==> config.mk <==
export PLATFORM = sky130hd
export DESIGN_NAME = pc_fetch_unit
export DESIGN_NICKNAME = d
export VERILOG_FILES = /design/src/rtl/pc_fetch_unit.sv
export SDC_FILE = /design/constraint.sdc
export NUM_CORES = 1
export LEC_CHECK = 0
export CELL_PAD_IN_SITES_DETAIL_PLACEMENT = 0
export CELL_PAD_IN_SITES_GLOBAL_PLACEMENT = 1
export CORE_MARGIN = 2
export CORE_UTILIZATION = 45
export CTS_CLUSTER_SIZE = 10
export DETAILED_ROUTE_END_ITERATION = 7
export HOLD_SLACK_MARGIN = 0.06
export PLACE_DENSITY_LB_ADDON = 0.15
export SLEW_MARGIN = 20
export SYNTH_ARGS = -nofsm -noshare
export SYNTH_HDL_FRONTEND = slang
export SYNTH_SLANG_ARGS = --single-unit
==> constraint.sdc <==
create_clock -name clk -period 9.25 [get_ports clk]
set_input_delay 1.85 -clock clk [delete_from_list [all_inputs] [get_ports clk]]
set_output_delay 1.85 -clock clk [all_outputs]
set_load 0.05 [all_outputs]
==> src/rtl/pc_fetch_unit.sv <==
`default_nettype none
// ----------------------------------------------------------------------------
// pc_fetch_unit : fetch PC owner, imem request port, response FIFO, redirect flush.
// Optional macro FETCH_PERF_CNT_EN adds stall/drop counters.        Rev 1.0
// ----------------------------------------------------------------------------
module pc_fetch_unit #(
  parameter logic [31:0] RESET_PC   = 32'hBFC0_0000,
  parameter int          FIFO_DEPTH = 2,
  parameter int          MAX_OUTST  = 2
) (
  input  logic        clk,
  input  logic        resetn,
  input  logic        redirect_valid,
  input  logic [29:0] redirect_pc,
  output logic        req_valid,
  input  logic        req_ready,
  output logic [31:0] req_addr,
  input  logic        resp_valid,
  input  logic [31:0] resp_data,
`ifdef FETCH_PERF_CNT_EN
  output logic [31:0] perf_stall_cnt,
  output logic [31:0] perf_drop_cnt,
`endif
  output logic        inst_valid,
  input  logic        inst_ready,
  output logic [31:0] inst,
  output logic [31:0] inst_pc
);

  localparam int CW  = $clog2(FIFO_DEPTH + 1);
  localparam int OW  = $clog2(MAX_OUTST + 1);
  localparam int FPW = $clog2(FIFO_DEPTH);
  localparam int TPW = (MAX_OUTST > 1) ? $clog2(MAX_OUTST) : 1;
  localparam int SW  = ((OW > CW) ? OW : CW) + 1;

  typedef enum logic [1:0] {
    BOOT  = 2'd0,
    FETCH = 2'd1,
    FLUSH = 2'd2
  } state_t;

  state_t          state;
  logic [29:0]     pc;
  logic [OW-1:0]   outst;
  logic [OW-1:0]   discard;
  logic [CW-1:0]   fifo_count;
  logic [FPW-1:0]  fifo_rd;
  logic [FPW-1:0]  fifo_wr;
  logic [TPW-1:0]  tag_rd;
  logic [TPW-1:0]  tag_wr;
  logic [31:0]     fifo_data [FIFO_DEPTH];
  logic [29:0]     fifo_pc   [FIFO_DEPTH];
  logic [29:0]     tag_pc    [MAX_OUTST];

  logic            fire_req;
  logic            push;
  logic            pop;
  logic [SW-1:0]   inflight;
  logic [OW:0]     discard_sum;

  function automatic logic [TPW-1:0] tag_next(input logic [TPW-1:0] p);
    return (p == TPW'(MAX_OUTST - 1)) ? '0 : p + 1'b1;
  endfunction

  // Request gating only looks at registered state so req_valid never depends on same-cycle inputs.
  assign inflight    = SW'(outst) + SW'(fifo_count);
  assign req_valid   = (state == FETCH) && (inflight < SW'(FIFO_DEPTH)) && (outst < OW'(MAX_OUTST));
  assign req_addr    = {pc, 2'b00};
  assign fire_req    = req_valid & req_ready;
  assign push        = resp_valid & (state == FETCH) & ~redirect_valid;
  assign inst_valid  = (fifo_count != '0);
  assign pop         = inst_valid & inst_ready;
  assign inst        = inst_valid ? fifo_data[fifo_rd] : '0;
  assign inst_pc     = inst_valid ? {fifo_pc[fifo_rd], 2'b00} : '0;
  assign discard_sum = {1'b0, discard} + {1'b0, outst} + (OW+1)'(fire_req) - (OW+1)'(resp_valid);

  always_ff @(posedge clk) begin
    if (!resetn) begin
      state      <= BOOT;
      pc         <= RESET_PC[31:2];
      outst      <= '0;
      discard    <= '0;
      fifo_count <= '0;
      fifo_rd    <= '0;
      fifo_wr    <= '0;
      tag_rd     <= '0;
      tag_wr     <= '0;
    end else begin
      if (fire_req) begin
        pc     <= pc + 30'd1;
        tag_wr <= tag_next(tag_wr);
      end
      if (push) begin
        fifo_wr <= fifo_wr + 1'b1;
        tag_rd  <= tag_next(tag_rd);
      end
      if (pop) begin
        fifo_rd <= fifo_rd + 1'b1;
      end
      if (push && !pop) begin
        fifo_count <= fifo_count + 1'b1;
      end else if (pop && !push) begin
        fifo_count <= fifo_count - 1'b1;
      end
      if (fire_req && !push) begin
        outst <= outst + 1'b1;
      end else if (push && !fire_req) begin
        outst <= outst - 1'b1;
      end
      case (state)
        BOOT:  state <= FETCH;
        FETCH: ;
        FLUSH: begin
          if (resp_valid) begin
            discard <= discard - 1'b1;
            if (discard == OW'(1)) begin
              state <= FETCH;
            end
          end
        end
        default: state <= BOOT;
      endcase
      // Redirect wins: every in-flight request becomes a response to drop.
      if (redirect_valid) begin
        pc         <= redirect_pc;
        fifo_count <= '0;
        fifo_rd    <= '0;
        fifo_wr    <= '0;
        tag_rd     <= '0;
        tag_wr     <= '0;
        if (state != BOOT) begin
          outst   <= '0;
          discard <= discard_sum[OW-1:0];
          state   <= (discard_sum != '0) ? FLUSH : FETCH;
        end
      end
    end
  end

  always_ff @(posedge clk) begin
    if (push) begin
      fifo_data[fifo_wr] <= resp_data;
      fifo_pc[fifo_wr]   <= tag_pc[tag_rd];
    end
    if (fire_req) begin
      tag_pc[tag_wr] <= pc;
    end
  end

`ifdef FETCH_PERF_CNT_EN
  logic drop;
  assign drop = resp_valid & ~push;

  always_ff @(posedge clk) begin
    if (!resetn) begin
      perf_stall_cnt <= '0;
      perf_drop_cnt  <= '0;
    end else begin
      if (inst_valid && !inst_ready) begin
        perf_stall_cnt <= perf_stall_cnt + 32'd1;
      end
      if (drop) begin
        perf_drop_cnt <= perf_drop_cnt + 32'd1;
      end
    end
  end
`endif

`ifndef SYNTHESIS
  a_resp_tracked: assert property (@(posedge clk) disable iff (!resetn)
    resp_valid |-> (outst != '0 || discard != '0));
`endif

endmodule
`default_nettype wire

[Word-level counts from Yosys, hierarchy flattened]
Memory sizes are Yosys's and may differ from the RTL's. A register that Yosys moved wholly into a read port is not among the register bits.
Index checks and enable logic that the tools add are counted.
Storage, ports and cells
  input bits: 68
  logic and storage cells: 85
  memories kept: 3
  bits in writable memories: 184
  output and inout port bits: 98
  bits in registers: 42
Memories
  fifo_data: words 2, width 32, rd ports 1, clocked after Yosys merged registers in 1, wr ports 1, RTL line 51  | logic [31:0] fifo_data [FIFO_DEPTH];
  fifo_pc: words 2, width 30, rd ports 1, clocked after Yosys merged registers in 1, wr ports 1, RTL line 52  | logic [29:0] fifo_pc [FIFO_DEPTH];
  tag_pc: words 2, width 30, rd ports 1, clocked after Yosys merged registers in 1, wr ports 1, RTL line 53  | logic [29:0] tag_pc [MAX_OUTST];
Cells by class
  equality and inequality tests: 3
  $lt $le $gt $ge: 2
  mux-type cells: 32
  add/subtract/negate cells: 14
  reduce and logical (&&, ||, !) cells: 16
  bitwise gates (word level): 6
Operator list (count)
  $mux W32: 2
  $mux W30: 2
  $add A30 B1 Y30 const B: 1
  $mux W2: 15
  $mux W1: 12
  $reduce_bool A2 Y1: 4
  $add A2 B2 Y3: 2
  $logic_and A1 B1 Y1: 6
  $pmux W2 S3: 1
  $sub A2 B1 Y2 const B: 3
  $add A1 B1 Y1 const B: 4
  $add A2 B1 Y2 const B: 2
  $and A1 B1 Y1: 4
  $eq A2 B1 Y1 const B: 2
  $add A3 B1 Y3: 1
  $logic_not A1 Y1: 3
  $lt A3 B2 Y1 const B: 1
  $reduce_bool A3 Y1: 1
  $sub A3 B1 Y3: 1
  $eq A2 B2 Y1 const B: 1
  $logic_not A2 Y1: 1
  $lt A2 B2 Y1 const B: 1
  $not A1 Y1: 2
  $reduce_or A2 Y1: 1

[Longest topological paths before layout]
Gate-level depths: netlist of the first run.
  depth in word-level cells: 11
  mapped depth: 11
  gate-level depth less buffers: 11

[Worst setup path before layout of the first run]
OpenSTA, ideal clock, no wires.
  kind: input-to-reg
  start: input port redirect_valid
  end: memory fifo_data[0][0] (enable)
  path buffers: 1
  arrival time: 4862 ps
  setup time: 482 ps
  data required time: 8768 ps
  stages on the path: 3
  slack: 3906 ps
  path through: clkbuf_1 > nand4bb_1 > nor2_1
On the way
  word-level cells in the longest chain between the ends: 4
RTL lines
  start, declared: RTL line 13  | input logic redirect_valid,
  $not A1 Y1: RTL line 70  | assign push = resp_valid & (state == FETCH) & ~redirect_valid;
  $and A1 B1 Y1: RTL line 70
  $mux W1: RTL line 141  | if (push) begin
  $mux W1 (not written as such): RTL line 142  | fifo_data[fifo_wr] <= resp_data;
  end, declared: RTL line 51
Every way passes these cells.

[Worst setup path after layout of the first run]
  start: register fifo_count[0]
  end: output port req_valid
On the way
  word-level cells in the longest chain between the ends: 4
RTL lines
  start, declared: RTL line 46  | logic [CW-1:0] fifo_count;
  start signal, assigned: RTL line 101  | fifo_count <= fifo_count + 1'b1;
  start signal, assigned: RTL line 103  | fifo_count <= fifo_count - 1'b1;
  $add A2 B2 Y3: RTL line 66  | assign inflight = SW'(outst) + SW'(fifo_count);
  $lt A3 B2 Y1: RTL line 67  | assign req_valid = (state == FETCH) && (inflight < SW'(FIFO_DEPTH)) && (outst < OW'(MAX_OUTST));
  $logic_and A1 B1 Y1 (2 in a row): RTL line 67
  end, declared: RTL line 15  | output logic req_valid,
Every way passes these cells.

==> results of run 1 <==
-- cell usage in the layout (no fill, tap or decap), types with 5 or more instances in the layout --
| cell | netlist | final |
|---|---|---|
| mux2_2 | 31 | 31 |
| or3_1 | 5 | 5 |
| ha_1 | 6 | 6 |
| and3_1 | 7 | 7 |
| or4_1 | 10 | 10 |
| nand4_1 | 14 | 14 |
| a21oi_1 | 11 | 11 |
| xnor2_1 | 5 | 5 |
| and4_1 | 6 | 6 |
| nor3_1 | 12 | 12 |
| buf_4 | 4 | 9 |
| mux2i_1 | 63 | 63 |
| dfxtp_1 | 44 | 43 |
| and2_1 | 7 | 6 |
| o21ai_0 | 27 | 27 |
| edfxtp_1 | 184 | 184 |
| a31oi_1 | 10 | 10 |
| xor2_1 | 11 | 11 |
| nor4_1 | 8 | 8 |
| inv_1 | 15 | 15 |
| nor2_1 | 88 | 85 |
| clkbuf_16 | 0 | 27 |
| a211oi_1 | 8 | 8 |
| clkdlybuf4s50_1 | 0 | 161 |
| nand2_1 | 16 | 16 |
| o31ai_1 | 5 | 5 |
| clkbuf_1 | 31 | 18 |
| nand3_1 | 16 | 16 |
-- flip-flops by register name (all words and copies together), names as in the netlist, 2 cells and up, named ones only --
register,flops
discard,2
tag_pc,60
fifo_data,64
fifo_pc,60
fifo_count,2
outst,2
pc,30
state,2
-- power by group --
group          leakage, nW  total [mW]  switching, mW  internal [mW]
Combinational         1.54       0.328          0.203          0.125
Sequential            2.03        1.20         0.0383           1.16
Clock                0.378       0.951          0.374          0.577
Total                 3.95        2.48          0.616           1.86
-- stage by stage --
step / hold WS [ns] / utilization / cell area, µm² / power, mW
after CTS: 0.501 / 0.584 / 12200 / 2.50
after global placement: 0.484 / 0.546 / 11400 / 1.54
after global routing: 0.530 / 0.585 / 12200 / 2.57
after floorplan: 0.472 / - / 9530 / 1.42
final: 0.502 / 0.585 / 12200 / 2.48
after detailed placement: 0.490 / 0.546 / 11400 / 1.55
-- final timing paths --
| path | from | endpoint | slack (ns) | cells past startpoint |
|---|---|---|---|---|
| worst min register to register | tag_rd$_SDFFE_PP0P_ | register | 0.50 | 2 |
| worst max register to register | fifo_count[0]$_SDFFE_PP0P_ | state[0]$_SDFF_PN0_ | 5.67 | 11 |
| worst min-delay path | tag_rd$_SDFFE_PP0P_ | register | 0.50 | 2 |
| worst max-delay path | fifo_count[0]$_SDFFE_PP0P_ | req_valid | 4.55 | 4 |
-- cell type report --
class / count / share of cell area
Clock buffer: 46 / 0.0619
Clock inverter: 3 / 0.00307
Inverter: 15 / 0.00460
Multi-Input combinational cell: 417 / 0.239
Sequential cell: 228 / 0.524
Tap cell: 275 / 0.0281
Timing Repair Buffer: 171 / 0.140
-- worst register-to-register path, delay by kind of cell (launching register included) --
family / cells / cell delay (ns)
and+or+nand+nor: 5 / 1.42
adders and majority gates: 3 / 1.18
DFF: 1 / 0.45
AOI/OAI and AO/OA: 2 / 0.33
xor gates and xnor gates: 1 / 0.11
-- per-layer routing --
metal	up-vias	wire, µm	share of wire
met1	3005	9400	0.44
met5	-	0	0
li1	2978	-	-
met4	0	354	0.016
met2	191	10500	0.49
met3	29	1250	0.058
-- kinds of logic (layout without fill, tap and decap cells) --
family / after synthesis / count (layout) / share of synthesized area
compound gates: 86 / 86 / 0.0590
xor+xnor: 16 / 16 / 0.0147
fa+ha+maj: 8 / 8 / 0.0121
buf+inv: 57 / 235 / 0.0242
flops: 228 / 228 / 0.673
mux: 94 / 94 / 0.103
other cells: 1 / 4 / 0.000394
simple gates: 209 / 209 / 0.114
==> flow_metrics.py, run 1 <==
metrics = {
    "outcome": {
        "status": "finished, final reports clean",
    },
    "placed_design": {
        "portBuffers": 161,
        "hpwlAfterDp_um": 13800,
        "dp.cells": 1105,
        "pre_cts_ws_ns": 4.46,
        "gp_congestion": 0.893,
    },
    "cts": {
        "cts-htree-levels": 1,
        "hold_buffers": 0,
        "insertion_delay_ns": 0.52,
        "cts_max_path_buffers": 3,
        "post_cts_buffers": 0,
        "cts_sinks": 228,
        "cts.clk_slew.worst_paths_ns": 0.06,
        "cts_tree": "built",
        "numCtsBuffers": 27,
        "root_buffer": "clkbuf_16",
        "ctsResizeCount": 0,
    },
    "sta": {
        "hold_viol": 0,
        "finalSetupTns_ns": 0,
        "finalCritPeriodShare": 0.508,
        "rsz0062_at_grt": "false",
        "slew_violations": 0,
        "slew_headroom": 0.397,
        "worst_slew_pin_slew_ns": 0.905,
        "fmax_mhz": 213,
        "finClkSkew_ns": 0.0212,
        "layout_setup_ws_ns": 4.55,
        "finalSetupViolCount": 0,
        "fin_crit_ns": 4.70,
    },
    "power_and_ir_drop": {
        "peakVddDrop_v": 0.000144,
        "p_per_area_nw_per_um2": 203,
        "p_leak_nw": 3.95,
    },
    "final_layout": {
        "multiInputGateArea_um2": 2920,
        "area_growth_pct": 28.4,
        "post_layout_nonfiller_instances": 1155,
        "finalNetCount": 936,
        "ff_latch_area_um2": 6410,
        "fillCellCount": 1720,
        "drive_above_1_share": 0.0909,
        "diodes": 0,
    },
    "synthesis": {
        "synth_common_cells": "edfxtp_1, nor2_1, mux2i_1",
        "synth_edf_count": 184,
        "ys_async_sr_fraction": 0,
        "ys_warn_count": 0,
        "syn_inst": 699,
        "yosysSeqAreaShare": 0.673,
        "synth_top_cell_area_share": 0.580,
        "yosys_register_bits": 228,
        "yosys-top-cells-area": "edfxtp_1, dfxtp_1, mux2i_1",
        "synth_most_common_cell": "edfxtp_1",
        "synthDistinctLibCells": 59,
        "yosysTopAreaCell": "edfxtp_1",
        "syn-cell-area_um2": 9520,
        "synthFlopType": "edfxtp_1",
        "synth_area_per_cell_um2": 13.6,
    },
    "die": {
        "core_um2": 20900,
        "rows": 53,
        "die-area_um2": 22300,
        "num_io_pins": 166,
        "die_x_um": 149,
        "die_h_um": 149,
        "start_util": 0.456,
    },
    "worst_setup_path": {
        "max_stage_delay_ns": 0.87,
        "crit_required_ns": 7.40,
        "critPathSlowestCell": "clkdlybuf4s50_1",
        "path_buf_inv": 1,
        "worstPathCellList": "and2_1 > fa_1 > nor4_1 > clkdlybuf4s50_1",
        "path_class": "register to primary output",
        "cp_top_family": "buffers and inverters",
        "worst_setup_path_end_kind": "primary output",
        "start_kind": "register",
        "critPathArrivalTime_ns": 2.85,
        "crit_fanout": 5,
    },
    "drt": {
        "firstDrtPassIters": 5,
        "wl_per_cell_um": 18.6,
        "drc_errors": 0,
        "vias_per_cell": 5.37,
        "vias": 6203,
        "drt_iter0_markers": 374,
        "wl_um": 21500,
        "antenna_left": 0,
    },
    "min_path": {
        "hold_path.class": "register to register",
    },
    "global_route": {
        "globalRouteOverflowTotal": 0,
        "track_usage": 0.189,
        "met3_usage": 0.0326,
        "use_met2": 0.321,
        "grt_start_max_net_pins": 64,
        "antenna_found_initial": 0,
        "top_usage_layer": "met2",
        "grt_pass1_wl_um": 33100,
        "use_met1": 0.252,
        "grt_pass1_vias": 6173,
    },
    "job": {
        "cap_violations": 0,
    },
}
Note: power is estimated with default switching activity, not from simulation.
==> run 2, diff against run 1 <==
CORE_UTILIZATION = 39   (was 45)
clock period = 4.05 ns   (was 9.25 ns; I/O delays follow)
==> run 2 against run 1 <==
  * Sequential share of layout area down 0.44 points
  * First-iteration DRC count down 1.1%
  * Sequential power up 130%
  * Critical endpoint unchanged
==> flow_metrics.py, run 2 (synthesized netlist as in run 1, its figures left out) <==
metrics = {
    "worst_setup_path": {
        "r2r_cells": 11,
        "reg2reg_to": "state[0]$_SDFF_PN0_",
        "worstPathCellList": "and2_1 > fa_1 > nor4_1 > clkdlybuf4s50_1",
        "critPathSlowestCell": "clkdlybuf4s50_1",
        "r2r-start": "fifo_count[0]$_SDFFE_PP0P_",
        "path_buf_inv": 1,
        "cp_top_family": "buffers and inverters",
        "crit_fanout": 5,
        "crit_required_ns": 3.24,
        "critPathArrivalTime_ns": 2.83,
        "start_kind": "register",
        "max_stage_delay_ns": 0.87,
        "r2r_slack_ns": 0.68,
        "path_class": "register to primary output",
        "worst_setup_path_end_kind": "primary output",
    },
    "sta": {
        "finalSetupTns_ns": 0,
        "fin_crit_ns": 3.64,
        "finalSetupViolCount": 0,
        "slew_headroom": 0.439,
        "fmax_mhz": 274,
        "rsz0062_at_grt": "false",
        "hold_ws_ns": 0.496,
        "finalCritPeriodShare": 0.900,
        "layout_setup_ws_ns": 0.405,
        "finClkSkew_ns": 0.0146,
        "hold_viol": 0,
        "worst_slew_pin_slew_ns": 0.840,
        "slew_violations": 0,
    },
    "power_and_ir_drop": {
        "p_clk_frac": 0.374,
        "power_switching_mw": 1.41,
        "finalPower_mw": 5.60,
        "internal_power_mw": 4.19,
        "peakVddDrop_v": 0.000232,
        "seqPwrFrac": 0.489,
        "comb_power_share": 0.137,
        "p_sw_frac": 0.252,
        "p_per_area_nw_per_um2": 454,
        "p_leak_nw": 3.97,
    },
    "drt": {
        "wl_per_cell_um": 18.8,
        "vias": 6245,
        "firstDrtPassIters": 5,
        "drt_iter0_markers": 370,
        "antenna_left": 0,
        "drc_errors": 0,
        "vias_per_cell": 5.16,
        "wl_um": 22700,
    },
    "min_path": {
        "hp-start": "tag_rd$_SDFFE_PP0P_",
        "holdPathStages": 2,
        "hold_path.class": "register to register",
    },
    "cts": {
        "post_cts_buffers": 0,
        "cts.clk_slew.worst_paths_ns": 0.06,
        "ctsResizeCount": 0,
        "cts_max_path_buffers": 3,
        "numCtsBuffers": 26,
        "cts_tree": "built",
        "cts_sinks": 228,
        "cts-htree-levels": 1,
        "insertion_delay_ns": 0.52,
        "hold_buffers": 0,
        "root_buffer": "clkbuf_16",
    },
    "final_layout": {
        "area_growth_pct": 29.5,
        "fillCellCount": 2079,
        "drive_above_1_share": 0.0959,
        "finalNetCount": 942,
        "final_common_cell": "edfxtp_1",
        "top_regs": "fifo_data (64), fifo_pc (60), tag_pc (60)",
        "diodes": 0,
        "regMostFlops": "fifo_data",
        "multiInputGateArea_um2": 2920,
        "post_layout_nonfiller_instances": 1210,
        "largest_reg_flops": 64,
        "mostFrequentLayoutCells": "edfxtp_1, clkdlybuf4s50_1, nor2_1",
        "ff_latch_area_um2": 6410,
    },
    "global_route": {
        "grt_start_max_net_pins": 64,
        "track_usage": 0.176,
        "antenna_found_initial": 0,
        "globalRouteOverflowTotal": 0,
        "grt_pass1_vias": 6360,
        "grt_pass1_wl_um": 35500,
    },
    "die": {
        "die_h_um": 160,
        "rows": 57,
        "num_io_pins": 166,
        "core_um2": 24200,
        "die_x_um": 160,
        "start_util": 0.394,
        "die-area_um2": 25700,
    },
    "placed_design": {
        "pre_cts_ws_ns": 0.514,
        "gp_congestion": 0.828,
        "portBuffers": 161,
        "hpwlAfterDp_um": 14800,
        "dp.cells": 1162,
    },
    "job": {
        "cap_violations": 0,
    },
    "outcome": {
        "status": "finished, final reports clean",
    },
}
-- run 2: power groups by stage --
stage	clock, mW	combinational (mW)	sequential [mW]
after floorplan	0	0.416	2.83
after global placement	0	0.755	2.78
after global routing	2.26	0.819	2.75
after detailed placement	0	0.768	2.79
final	2.09	0.767	2.74
after CTS	2.15	0.772	2.74
-- run 2: final cells by class --
| type | instances | area share |
|---|---|---|
| inverters | 15 | 0.00457 |
| multi-input cells | 417 | 0.237 |
| clock buffers | 48 | 0.0612 |
| well taps | 324 | 0.0329 |
| repair buffers | 178 | 0.145 |
| flip-flops and latches | 228 | 0.520 |
-- run 2: metal layers --
metal  wire [µm]  vias to the layer above  part of all wire  GRT usage
met3        1160                       28             0.051     0.0268
met2       11100                      213              0.49      0.308
met5           0                        -                 0          0
met1       10100                     3018              0.44      0.230
met4         354                        0             0.016     0.0442
li1            -                     2986                 -          -
-- run 2: tightest hold or removal path: stages, from the launching register on --
cell	delay (ns)
dfxtp_1	0.32
xor2_1	0.07
nor2_1	0.07
-- run 2: stage by stage --
step	area [µm²]	utilization
final	12300	0.510
after global routing	12300	0.510
after CTS	12300	0.510
after detailed placement	11600	0.479
after global placement	11600	0.479
after floorplan	9540	-
-- run 2: how the worst max path moves through the flow --
stage,startpoint,endpoint,depth (start not counted)
final,fifo_count[0]$_SDFFE_PP0P_,req_valid,4
after global routing,fifo_count[0]$_SDFFE_PP0P_,req_valid,4
after CTS,fifo_count[0]$_SDFFE_PP0P_,req_valid,4
after detailed placement,req_ready,state[0]$_SDFF_PN0_,10
after global placement,req_ready,state[0]$_SDFF_PN0_,10
after floorplan,outst[0]$_SDFF_PN0_,tag_pc[0][0]$_DFFE_PP_,5
==> run 3, diff against run 2 <==
CORE_UTILIZATION = 40   (was 39)
CTS_BUF_LIST = sky130_fd_sc_hd__clkbuf_4 sky130_fd_sc_hd__clkbuf_8   (was not set)
==> run 3 against run 2 <==
  * Critical path depth unchanged
  * Combinational power down 1%
  * Sequential power about the same
==> flow_metrics.py, run 3 (synthesized netlist as in run 1, its figures left out) <==
metrics = {
    "sta": {
        "slew_headroom": 0.422,
        "hold_ws_ns": 0.486,
        "hold_viol": 0,
        "finalCritPeriodShare": 0.899,
        "layout_setup_ws_ns": 0.409,
        "rsz0062_at_grt": "false",
        "fin_crit_ns": 3.64,
        "finClkSkew_ns": 0.0292,
        "slew_violations": 0,
        "fmax_mhz": 275,
        "finalSetupViolCount": 0,
        "finalSetupTns_ns": 0,
        "worst_slew_pin_slew_ns": 0.867,
    },
    "drt": {
        "vias": 6286,
        "firstDrtPassIters": 5,
        "antenna_left": 0,
        "drt_iter0_markers": 236,
        "drc_errors": 0,
        "wl_um": 22400,
        "vias_per_cell": 5.11,
        "wl_per_cell_um": 18.2,
    },
    "worst_setup_path": {
        "worstPathCellList": "and2_1 > fa_1 > nor4_1 > clkdlybuf4s50_1",
        "critPathArrivalTime_ns": 2.83,
        "crit_required_ns": 3.24,
        "r2r_slack_ns": 0.47,
        "worst_setup_path_end_kind": "primary output",
        "crit_fanout": 5,
        "max_stage_delay_ns": 0.87,
        "critPathSlowestCell": "clkdlybuf4s50_1",
        "path_class": "register to primary output",
        "cp_top_family": "buffers and inverters",
        "path_buf_inv": 1,
        "start_kind": "register",
    },
    "die": {
        "num_io_pins": 166,
        "rows": 56,
        "start_util": 0.407,
        "core_um2": 23400,
        "die_x_um": 158,
        "die-area_um2": 25100,
        "die_h_um": 158,
    },
    "final_layout": {
        "largest_reg_flops": 64,
        "final_core_util": 0.530,
        "drive_above_1_share": 0.140,
        "regMostFlops": "fifo_data",
        "finalNetCount": 955,
        "mostFrequentLayoutCells": "edfxtp_1, clkdlybuf4s50_1, nor2_1",
        "final_common_cell": "edfxtp_1",
        "final_area_um2": 12400,
        "area_growth_pct": 30.2,
        "top_regs": "fifo_data (64), fifo_pc (60), tag_pc (60)",
        "diodes": 0,
    },
    "placed_design": {
        "dpl-instance-area_um2": 11600,
        "gp_congestion": 0.821,
        "pre_cts_ws_ns": 0.285,
        "portBuffers": 161,
        "hpwlAfterDp_um": 14700,
    },
    "cts": {
        "post_cts_buffers": 0,
        "cts.clk_slew.worst_paths_ns": 0.06,
        "numCtsBuffers": 39,
        "cts_tree": "built",
        "ctsResizeCount": 0,
        "cts_sinks": 228,
        "cts-htree-levels": 2,
        "insertion_delay_ns": 0.54,
        "hold_buffers": 0,
        "root_buffer": "clkbuf_8",
        "cts_max_path_buffers": 3,
    },
    "power_and_ir_drop": {
        "comb_power_share": 0.134,
        "p_sw_frac": 0.257,
        "p_clk_frac": 0.379,
        "p_per_area_nw_per_um2": 455,
        "peakVddDrop_v": 0.000289,
        "power_switching_mw": 1.45,
        "internal_power_mw": 4.19,
        "seqPwrFrac": 0.486,
        "p_leak_nw": 4.05,
    },
    "global_route": {
        "grt_pass1_vias": 6545,
        "antenna_found_initial": 0,
        "globalRouteOverflowTotal": 0,
        "grt_start_max_net_pins": 64,
        "grt_pass1_wl_um": 34400,
        "track_usage": 0.178,
    },
    "min_path": {
        "hold_path.class": "register to register",
    },
    "outcome": {
        "status": "finished, final reports clean",
    },
    "job": {
        "cap_violations": 0,
    },
}
run 3: cell types whose count changed in the layout (fill, tap and decap cells not counted), moves of 3 or more:
cell / before / now
clkbuf_16: 27 / 0
clkbuf_1: 21 / 0
clkbuf_4: 0 / 20
clkinv_2: 0 / 3
clkinv_1: 0 / 3
clkbuf_8: 0 / 44
run 3: per-stage QoR:
| step | total power, mW | instances |
|---|---|---|
| after floorplan | 3.25 | 702 |
| after global placement | 3.53 | 1157 |
| after detailed placement | 3.55 | 1157 |
| after CTS | 5.71 | 1229 |
| after global routing | 5.87 | 1229 |
| final | 5.64 | 1229 |
run 3: path summary, 6_finish.rpt:
| kind | from | end | cells past startpoint |
|---|---|---|---|
| max | fifo_count[0]$_SDFFE_PP0P_ | req_valid | 4 |
| min | tag_rd$_SDFFE_PP0P_ | register | 2 |
| max reg2reg | fifo_count[0]$_SDFFE_PP0P_ | state[0]$_SDFF_PN0_ | 11 |
| min reg2reg | tag_rd$_SDFFE_PP0P_ | register | 2 |
run 3: per-layer routing:
metal | up-vias | GRT usage | share of wire
li1 | 3010 | - | -
met1 | 3035 | 0.222 | 0.43
met2 | 204 | 0.307 | 0.49
met3 | 37 | 0.0389 | 0.063
met4 | 0 | 0.0609 | 0.020
met5 | - | 0 | 0
run 3: area by class of cell:
| cell class | instances | area, µm² |
|---|---|---|
| inverters | 15 | 56.3 |
| fillers | 2031 | 11000 |
| well taps | 319 | 399 |
| clock buffers | 64 | 756 |
| multi-input cells | 417 | 2920 |
| flip-flops and latches | 228 | 6410 |
| repair buffers | 178 | 1790 |
| clock inverters | 8 | 67.6 |
run 3: power groups by stage:
stage               clock network (mW)  logic, mW  registers [mW]
floorplan                            0      0.416            2.83
global placement                     0      0.749            2.79
detailed placement                   0      0.761            2.79
CTS                               2.20      0.765            2.74
global route                      2.30      0.814            2.75
finish                            2.14      0.758            2.74
run 3: worst register-to-register path, stage by stage (launching register included):
cell and delay [ns]:
dfxtp_1 0.44, and2_1 0.18, fa_1 0.49, or4b_2 0.72, nor2_2 0.28, xnor2_1 0.11
ha_1 0.18, o21bai_1 0.16, fa_1 0.51, nor2_1 0.06, a21o_1 0.18, and3_1 0.16
